==> src/rtl/string_receiver_if.sv <==
// rtl/string_receiver_if.sv - serial LED line and decoded pixel/frame outputs of string_receiver
interface string_receiver_if #(
  parameter int PIXEL_WIDTH = 24,
  parameter int COUNT_WIDTH = 16
);
  logic                   sdi;
  logic [PIXEL_WIDTH-1:0] pixel_data;
  logic                   pixel_valid;
  logic                   frame_done;
  logic [COUNT_WIDTH-1:0] pixel_count;
  logic                   bit_err;
  logic                   frame_err;
  logic                   synced;

  modport master (
    output sdi,
    input  pixel_data, pixel_valid, frame_done, pixel_count, bit_err, frame_err, synced
  );

  modport slave (
    input  sdi,
    output pixel_data, pixel_valid, frame_done, pixel_count, bit_err, frame_err, synced
  );
endinterface

==> src/rtl/string_receiver.sv <==
// rtl/string_receiver.sv - one-wire NRZ LED waveform decoder: pulse-width bits, 24-bit pixels, latch-gap frames
module string_receiver #(
  parameter int CLK_PERIOD_NS = 50,
  parameter int T_MIN_HIGH_NS = 150,
  parameter int T_THRESH_NS   = 600,
  parameter int T_MAX_HIGH_NS = 1200,
  parameter int T_RESET_NS    = 50000,
  parameter int PIXEL_WIDTH   = 24,
  parameter int COUNT_WIDTH   = 16
) (
  input logic               clk_i,
  input logic               reset_i,
  string_receiver_if.slave  rx
);
  localparam int CW = 11;
  localparam int BW = $clog2(PIXEL_WIDTH + 1);
  localparam logic [CW-1:0] MIN_CYC    = CW'(T_MIN_HIGH_NS / CLK_PERIOD_NS);
  localparam logic [CW-1:0] THRESH_CYC = CW'(T_THRESH_NS / CLK_PERIOD_NS);
  localparam logic [CW-1:0] MAX_CYC    = CW'(T_MAX_HIGH_NS / CLK_PERIOD_NS);
  localparam logic [CW-1:0] RESET_CYC  = CW'(T_RESET_NS / CLK_PERIOD_NS);
  localparam logic [BW-1:0] LAST_BIT   = BW'(PIXEL_WIDTH - 1);

  typedef enum logic [1:0] {ST_SYNC, ST_LOW, ST_HIGH} state_e;

  state_e                 state_q, state_d;
  logic                   sdi_meta_q, sdi_s_q, sdi_d_q;
  logic [CW-1:0]          high_cnt_q, high_cnt_d;
  logic [CW-1:0]          low_cnt_q, low_cnt_d;
  logic [BW-1:0]          bit_cnt_q, bit_cnt_d;
  logic [COUNT_WIDTH-1:0] pix_cnt_q, pix_cnt_d;
  logic [PIXEL_WIDTH-2:0] shift_q, shift_d;
  logic [PIXEL_WIDTH-1:0] pixel_data_q, pixel_data_d;
  logic [COUNT_WIDTH-1:0] pixel_count_q, pixel_count_d;
  logic                   pixel_valid_q, pixel_valid_d;
  logic                   frame_done_q, frame_done_d;
  logic                   frame_err_q, frame_err_d;
  logic                   bit_err_q, bit_err_d;
  logic                   rise, fall, go_sync, new_bit;

  assign rise    = sdi_s_q & ~sdi_d_q;
  assign fall    = ~sdi_s_q & sdi_d_q;
  assign new_bit = (high_cnt_q >= THRESH_CYC);

  always_comb begin
    state_d       = state_q;
    high_cnt_d    = high_cnt_q;
    low_cnt_d     = low_cnt_q;
    bit_cnt_d     = bit_cnt_q;
    pix_cnt_d     = pix_cnt_q;
    shift_d       = shift_q;
    pixel_data_d  = pixel_data_q;
    pixel_count_d = pixel_count_q;
    pixel_valid_d = 1'b0;
    frame_done_d  = 1'b0;
    frame_err_d   = 1'b0;
    bit_err_d     = 1'b0;
    go_sync       = 1'b0;

    case (state_q)
      ST_SYNC: begin
        if (sdi_s_q) begin
          low_cnt_d = '0;
        end else begin
          low_cnt_d = low_cnt_q + CW'(1);
          if (low_cnt_d == RESET_CYC) state_d = ST_LOW;
        end
      end

      ST_LOW: begin
        if (rise) begin
          // the rise cycle itself is the first high cycle of the pulse
          high_cnt_d = CW'(1);
          state_d    = ST_HIGH;
        end else if (low_cnt_q != RESET_CYC) begin
          low_cnt_d = low_cnt_q + CW'(1);
          if (low_cnt_d == RESET_CYC) begin
            if (bit_cnt_q != '0 || pix_cnt_q != '0) begin
              frame_done_d  = 1'b1;
              pixel_count_d = pix_cnt_q;
            end
            frame_err_d = (bit_cnt_q != '0);
            bit_cnt_d   = '0;
            pix_cnt_d   = '0;
            shift_d     = '0;
          end
        end
      end

      ST_HIGH: begin
        if (fall) begin
          if (high_cnt_q < MIN_CYC) begin
            bit_err_d = 1'b1;
            go_sync   = 1'b1;
          end else begin
            shift_d   = {shift_q[PIXEL_WIDTH-3:0], new_bit};
            bit_cnt_d = bit_cnt_q + BW'(1);
            low_cnt_d = CW'(1);
            state_d   = ST_LOW;
            if (bit_cnt_q == LAST_BIT) begin
              pixel_data_d  = {shift_q, new_bit};
              pixel_valid_d = 1'b1;
              bit_cnt_d     = '0;
              if (!(&pix_cnt_q)) pix_cnt_d = pix_cnt_q + COUNT_WIDTH'(1);
            end
          end
        end else if (high_cnt_q >= MAX_CYC) begin
          bit_err_d = 1'b1;
          go_sync   = 1'b1;
        end else begin
          high_cnt_d = high_cnt_q + CW'(1);
        end
      end

      default: go_sync = 1'b1;
    endcase

    if (go_sync) begin
      state_d   = ST_SYNC;
      low_cnt_d = '0;
      bit_cnt_d = '0;
      pix_cnt_d = '0;
      shift_d   = '0;
    end
  end

  always_ff @(posedge clk_i or posedge reset_i) begin
    if (reset_i) begin
      state_q       <= ST_SYNC;
      sdi_meta_q    <= 1'b0;
      sdi_s_q       <= 1'b0;
      sdi_d_q       <= 1'b0;
      high_cnt_q    <= '0;
      low_cnt_q     <= '0;
      bit_cnt_q     <= '0;
      pix_cnt_q     <= '0;
      shift_q       <= '0;
      pixel_data_q  <= '0;
      pixel_count_q <= '0;
      pixel_valid_q <= 1'b0;
      frame_done_q  <= 1'b0;
      frame_err_q   <= 1'b0;
      bit_err_q     <= 1'b0;
    end else begin
      state_q       <= state_d;
      sdi_meta_q    <= rx.sdi;
      sdi_s_q       <= sdi_meta_q;
      sdi_d_q       <= sdi_s_q;
      high_cnt_q    <= high_cnt_d;
      low_cnt_q     <= low_cnt_d;
      bit_cnt_q     <= bit_cnt_d;
      pix_cnt_q     <= pix_cnt_d;
      shift_q       <= shift_d;
      pixel_data_q  <= pixel_data_d;
      pixel_count_q <= pixel_count_d;
      pixel_valid_q <= pixel_valid_d;
      frame_done_q  <= frame_done_d;
      frame_err_q   <= frame_err_d;
      bit_err_q     <= bit_err_d;
    end
  end

  assign rx.pixel_data  = pixel_data_q;
  assign rx.pixel_valid = pixel_valid_q;
  assign rx.frame_done  = frame_done_q;
  assign rx.pixel_count = pixel_count_q;
  assign rx.bit_err     = bit_err_q;
  assign rx.frame_err   = frame_err_q;
  assign rx.synced      = (state_q != ST_SYNC);
endmodule

==> src/flat_wrapper.sv <==
// flat-port wrapper written by rule: the top's interface ports become plain ports
module string_receiver_flat 
#(
  parameter int CLK_PERIOD_NS = 50,
  parameter int T_MIN_HIGH_NS = 150,
  parameter int T_THRESH_NS   = 600,
  parameter int T_MAX_HIGH_NS = 1200,
  parameter int T_RESET_NS    = 50000,
  parameter int PIXEL_WIDTH   = 24,
  parameter int COUNT_WIDTH   = 16
)
  (clk_i, reset_i, rx_sdi, rx_pixel_data, rx_pixel_valid, rx_frame_done, rx_pixel_count, rx_bit_err, rx_frame_err, rx_synced);
  string_receiver_if #(.PIXEL_WIDTH(PIXEL_WIDTH), .COUNT_WIDTH(COUNT_WIDTH)) rx_i ();
  input logic clk_i;
  input logic reset_i;
  input wire logic [$bits(rx_i.sdi)-1:0] rx_sdi;
  output wire logic [$bits(rx_i.pixel_data)-1:0] rx_pixel_data;
  output wire logic [$bits(rx_i.pixel_valid)-1:0] rx_pixel_valid;
  output wire logic [$bits(rx_i.frame_done)-1:0] rx_frame_done;
  output wire logic [$bits(rx_i.pixel_count)-1:0] rx_pixel_count;
  output wire logic [$bits(rx_i.bit_err)-1:0] rx_bit_err;
  output wire logic [$bits(rx_i.frame_err)-1:0] rx_frame_err;
  output wire logic [$bits(rx_i.synced)-1:0] rx_synced;
  assign rx_i.sdi = rx_sdi;
  assign rx_pixel_data = rx_i.pixel_data;
  assign rx_pixel_valid = rx_i.pixel_valid;
  assign rx_frame_done = rx_i.frame_done;
  assign rx_pixel_count = rx_i.pixel_count;
  assign rx_bit_err = rx_i.bit_err;
  assign rx_frame_err = rx_i.frame_err;
  assign rx_synced = rx_i.synced;
  string_receiver #(.CLK_PERIOD_NS(CLK_PERIOD_NS), .T_MIN_HIGH_NS(T_MIN_HIGH_NS), .T_THRESH_NS(T_THRESH_NS), .T_MAX_HIGH_NS(T_MAX_HIGH_NS), .T_RESET_NS(T_RESET_NS), .PIXEL_WIDTH(PIXEL_WIDTH), .COUNT_WIDTH(COUNT_WIDTH)) u_core (.clk_i(clk_i), .reset_i(reset_i), .rx(rx_i));
endmodule
==> config.mk <==
export PLATFORM = sky130hd
export DESIGN_NAME = string_receiver_flat
export DESIGN_NICKNAME = d
export VERILOG_FILES = /design/src/rtl/string_receiver_if.sv /design/src/rtl/string_receiver.sv /design/src/flat_wrapper.sv
export SDC_FILE = /design/constraint.sdc
export NUM_CORES = 1
export LEC_CHECK = 0
export ABC_CLOCK_PERIOD_IN_PS = 8850
export CORE_ASPECT_RATIO = 0.75
export CORE_MARGIN = 2
export CORE_UTILIZATION = 62
export CTS_CLUSTER_SIZE = 30
export DETAILED_ROUTE_END_ITERATION = 16
export PLACE_DENSITY = 0.85
export SYNTH_ARGS = -nofsm -noshare
export SYNTH_HDL_FRONTEND = slang
export SYNTH_SLANG_ARGS = --single-unit
==> constraint.sdc <==
create_clock -name clk_i -period 8.85 [get_ports clk_i]
set_input_delay 0.885 -clock clk_i [delete_from_list [all_inputs] [get_ports clk_i]]
set_output_delay 0.885 -clock clk_i [all_outputs]
set_load 0.01 [all_outputs]
==> impl_metrics.yaml <==
critical_path:
  cp_max_fo: 71
  r2r_cells: 9
  cp-start-kind: "flop"
  rrSetupSlack_ns: 5.25
  arrival_ns: 3.89
  r2r-start: "u_core.state_q[0]"
  critical_path_class: "flop to flop"
  cp_data_required_time_ns: 9.14
  worst_r2r_endpoint: "u_core.bit_cnt_q[3]"
  worstSetupEndpointType: "flop"
clock_tree:
  clk_path_buf_depth: 2
  cts_buffers: 17
  cts_root_buffer: "clkbuf_16"
  cts_setup_buffers: 0
  cts_resized: 0
  clkTransAtPathRegs_ns: 0.05
  tritoncts: "built"
  htree_levels: 4
  clkSinkCount: 115
  clock_latency_ns: 0.41
  holdBufCountCts: 0
detailed_routing:
  via_per_inst: 6.276
  drt_iter0_drc: 442
  wl_met3_um: 741
  drt_pass1_iterations: 11
  antenna_left: 0
  top_layer_used: "met4"
  wl_met1_um: 5567
  wire_per_inst_um: 18.02
  routed_wl_um: 12620
  drc_errors: 2
  vias: 4393
  met2_length_um: 6087
hold_path:
  min_from: "u_core.sdi_meta_q"
  holdPathStages: 0
  min_to: "u_core.sdi_s_q"
  hp-class: "flop to flop"
layout:
  layout-drive-gt1-share: 0.1486
  nNetsFinal: 594
  final_cells: 700
  fin_util: 0.7750
  fillerInstances: 514
  final_cell_area_um2: 6636
  area_growth_pct: 20.33
  antenna_cells: 0
die:
  num_io_pins: 48
  die_x_um: 112.9
  die-area_um2: 9674
  dieHeight_um: 85.68
  start_util: 0.6441
  rows: 29
  core-area_um2: 8563
place:
  io_buffers: 47
  place_area_um2: 6046
  post-dp-hpwl_um: 7675
  gp_routability_congestion: 0.9507
  dp_cells: 668
  pre_cts_slack_ns: 5.345
synthesis:
  synth-compound-area-share: 0.1466
  ys_seq_area_frac: 0.5218
  ys_types: 55
  syn-cell-area_um2: 5515
  yosys.area_share.adder: 0.02722
  synth.area.mux_share: 0.08530
  synth_edf_count: 0
  netlist_instances: 534
  yosysWarnings: 0
  ys.flop_type: "dfrtp_1"
  synth-xor-area-share: 0.004764
  synth_nets: 549
  synth_top_family_by_area: "simple AND/OR/NAND/NOR gates"
  synth_top_area_share: 0.5218
  avgSynthCellArea_um2: 10.33
  synth.top_cells.by_area: "dfrtp_1, mux2_2, o21ai_0"
  synth_area_leader_cell: "dfrtp_1"
  async_flop_share: 1.000
  yosys.area_share.simple: 0.1826
  ys_seq_elements: 115
sta:
  setup_tns_ns: 0
  fin_crit_ns: 3.600
  final-hold-violation-count: 0
  relSlewSlack: 0.2250
  holdWs_ns: 0.3528
  slew_viol_final: 0
  tightest_slew_ns: 1.150
  setup_ws_ns: 5.250
  rsz0062_at_grt: "no"
  setup_viol: 0
  fin_worst_skew_ns: 0.01092
  finalCritPeriodShare: 0.4068
  clock.fmax_mhz: 277.8
global_routing:
  grt-ovfl-total: 0
  antenna_found_initial: 0
  grt_usage: 0.2810
  grt_max_degree: 72
  grt_pass1_wl_um: 21560
  grt_pass1_vias: 4317
pwr:
  p_leak_nw: 2.952
  peakVddDrop_mv: 0.1243
  power_mw: 1.227
  powerDensity_nw_per_um2: 184.9
run_status:
  status: "complete, but fails checks"
  violations: "DRC"
flow_run:
  maxCapViolations: 0
==> worst max path at each step <==
| stage | end | from | slack [ns] | depth (start not counted) |
|---|---|---|---|---|
| 3_3_place_gp | u_core.bit_cnt_q[3] | u_core.state_q[0] | 5.51 | 9 |
| 5_1_grt | u_core.bit_cnt_q[3] | u_core.high_cnt_q[3] | 4.94 | 6 |
| 3_5_place_dp | u_core.bit_cnt_q[3] | u_core.state_q[0] | 5.34 | 9 |
| 4_1_cts | u_core.bit_cnt_q[3] | u_core.state_q[0] | 5.28 | 9 |
| 6_report | u_core.bit_cnt_q[3] | u_core.state_q[0] | 5.25 | 9 |
| 2_1_floorplan | u_core.bit_cnt_q[0] | reset_i | 4.92 | 1 |
==> critical path, cell delays in order (launching register included) <==
cell and delay [ns]:
dfrtp_1 0.36, inv_1 0.09, ha_1 0.39, or3_1 0.48, a311o_1 0.30, a311oi_2 0.33, o21ai_4 0.09, buf_4 0.32
nand2b_1 0.60, o41ai_1 0.50
==> placed cells by master, fill, tap and decap left out, types with 4 or more instances in the layout <==
cell,synthesis,routed
dfrtp_1,115,115
nand2_1,74,74
o21ai_0,58,58
clkdlybuf4s50_1,0,47
mux2_2,40,40
nor2_1,34,34
nand3_1,17,17
clkbuf_16,0,17
a21oi_1,17,16
inv_1,17,16
o31ai_1,13,13
ha_1,12,12
and3_1,11,11
a31oi_1,8,8
nand2b_1,8,8
o21ai_1,6,6
and4_1,6,6
nor3_1,5,5
nand4_1,5,5
and2_1,5,5
nor4_1,4,4
o41ai_1,4,4
clkbuf_8,0,4
clkinv_2,0,4
==> routing by layer <==
layer  vias to the layer above  track usage
met3                        35      0.06219
li1                       2013            -
met5                         -            0
met2                       187       0.4359
met1                      2158       0.3953
met4                         0       0.1053
==> synth_stat cells (6+ instances only) <==
library cell and instances:
a31oi_1 8, o21ai_0 58, mux2_2 40, buf_2 8
o21ai_1 6, clkbuf_1 13, o31ai_1 13, nand2b_1 8
a21oi_1 17, nor2_1 34, and4_1 6, ha_1 12
nand3_1 17, and3_1 11, inv_1 17, nand2_1 74
dfrtp_1 115
==> power breakdown <==
group / total (mW) / internal, mW / switching (mW)
registers: 0.531 / 0.528 / 0.00289
clock network: 0.677 / 0.442 / 0.235
logic: 0.0195 / 0.00411 / 0.0154
==> state kept, by name, summed over array words and instances, names as in the netlist, 2 cells and up <==
name                   count
u_core.shift_q            23
u_core.high_cnt_q         11
u_core.rx.pixel_count     16
u_core.bit_cnt_q           5
u_core.pix_cnt_q          16
u_core.low_cnt_q          11
u_core.rx.pixel_data      24
u_core.state_q             2
==> cell families after synthesis <==
| family | after synthesis |
|---|---|
| simple gates | 193 |
| compound gates | 128 |
| flops | 115 |
| mux | 42 |
| buf+inv | 41 |
| fa+ha+maj | 12 |
| xor+xnor | 3 |
==> area by class of cell <==
cell class | instances | area, µm² | area share
clock buffers | 23 | 488.0 | 0.07353
multi-input cells | 378 | 2474 | 0.3727
inverters | 17 | 66.31 | 0.009992
flip-flops and latches | 115 | 2878 | 0.4336
well taps | 108 | 135.1 | 0.02036
clock inverters | 9 | 102.6 | 0.01546
repair buffers | 50 | 493.0 | 0.07428
(Power assumes the default switching activity.)
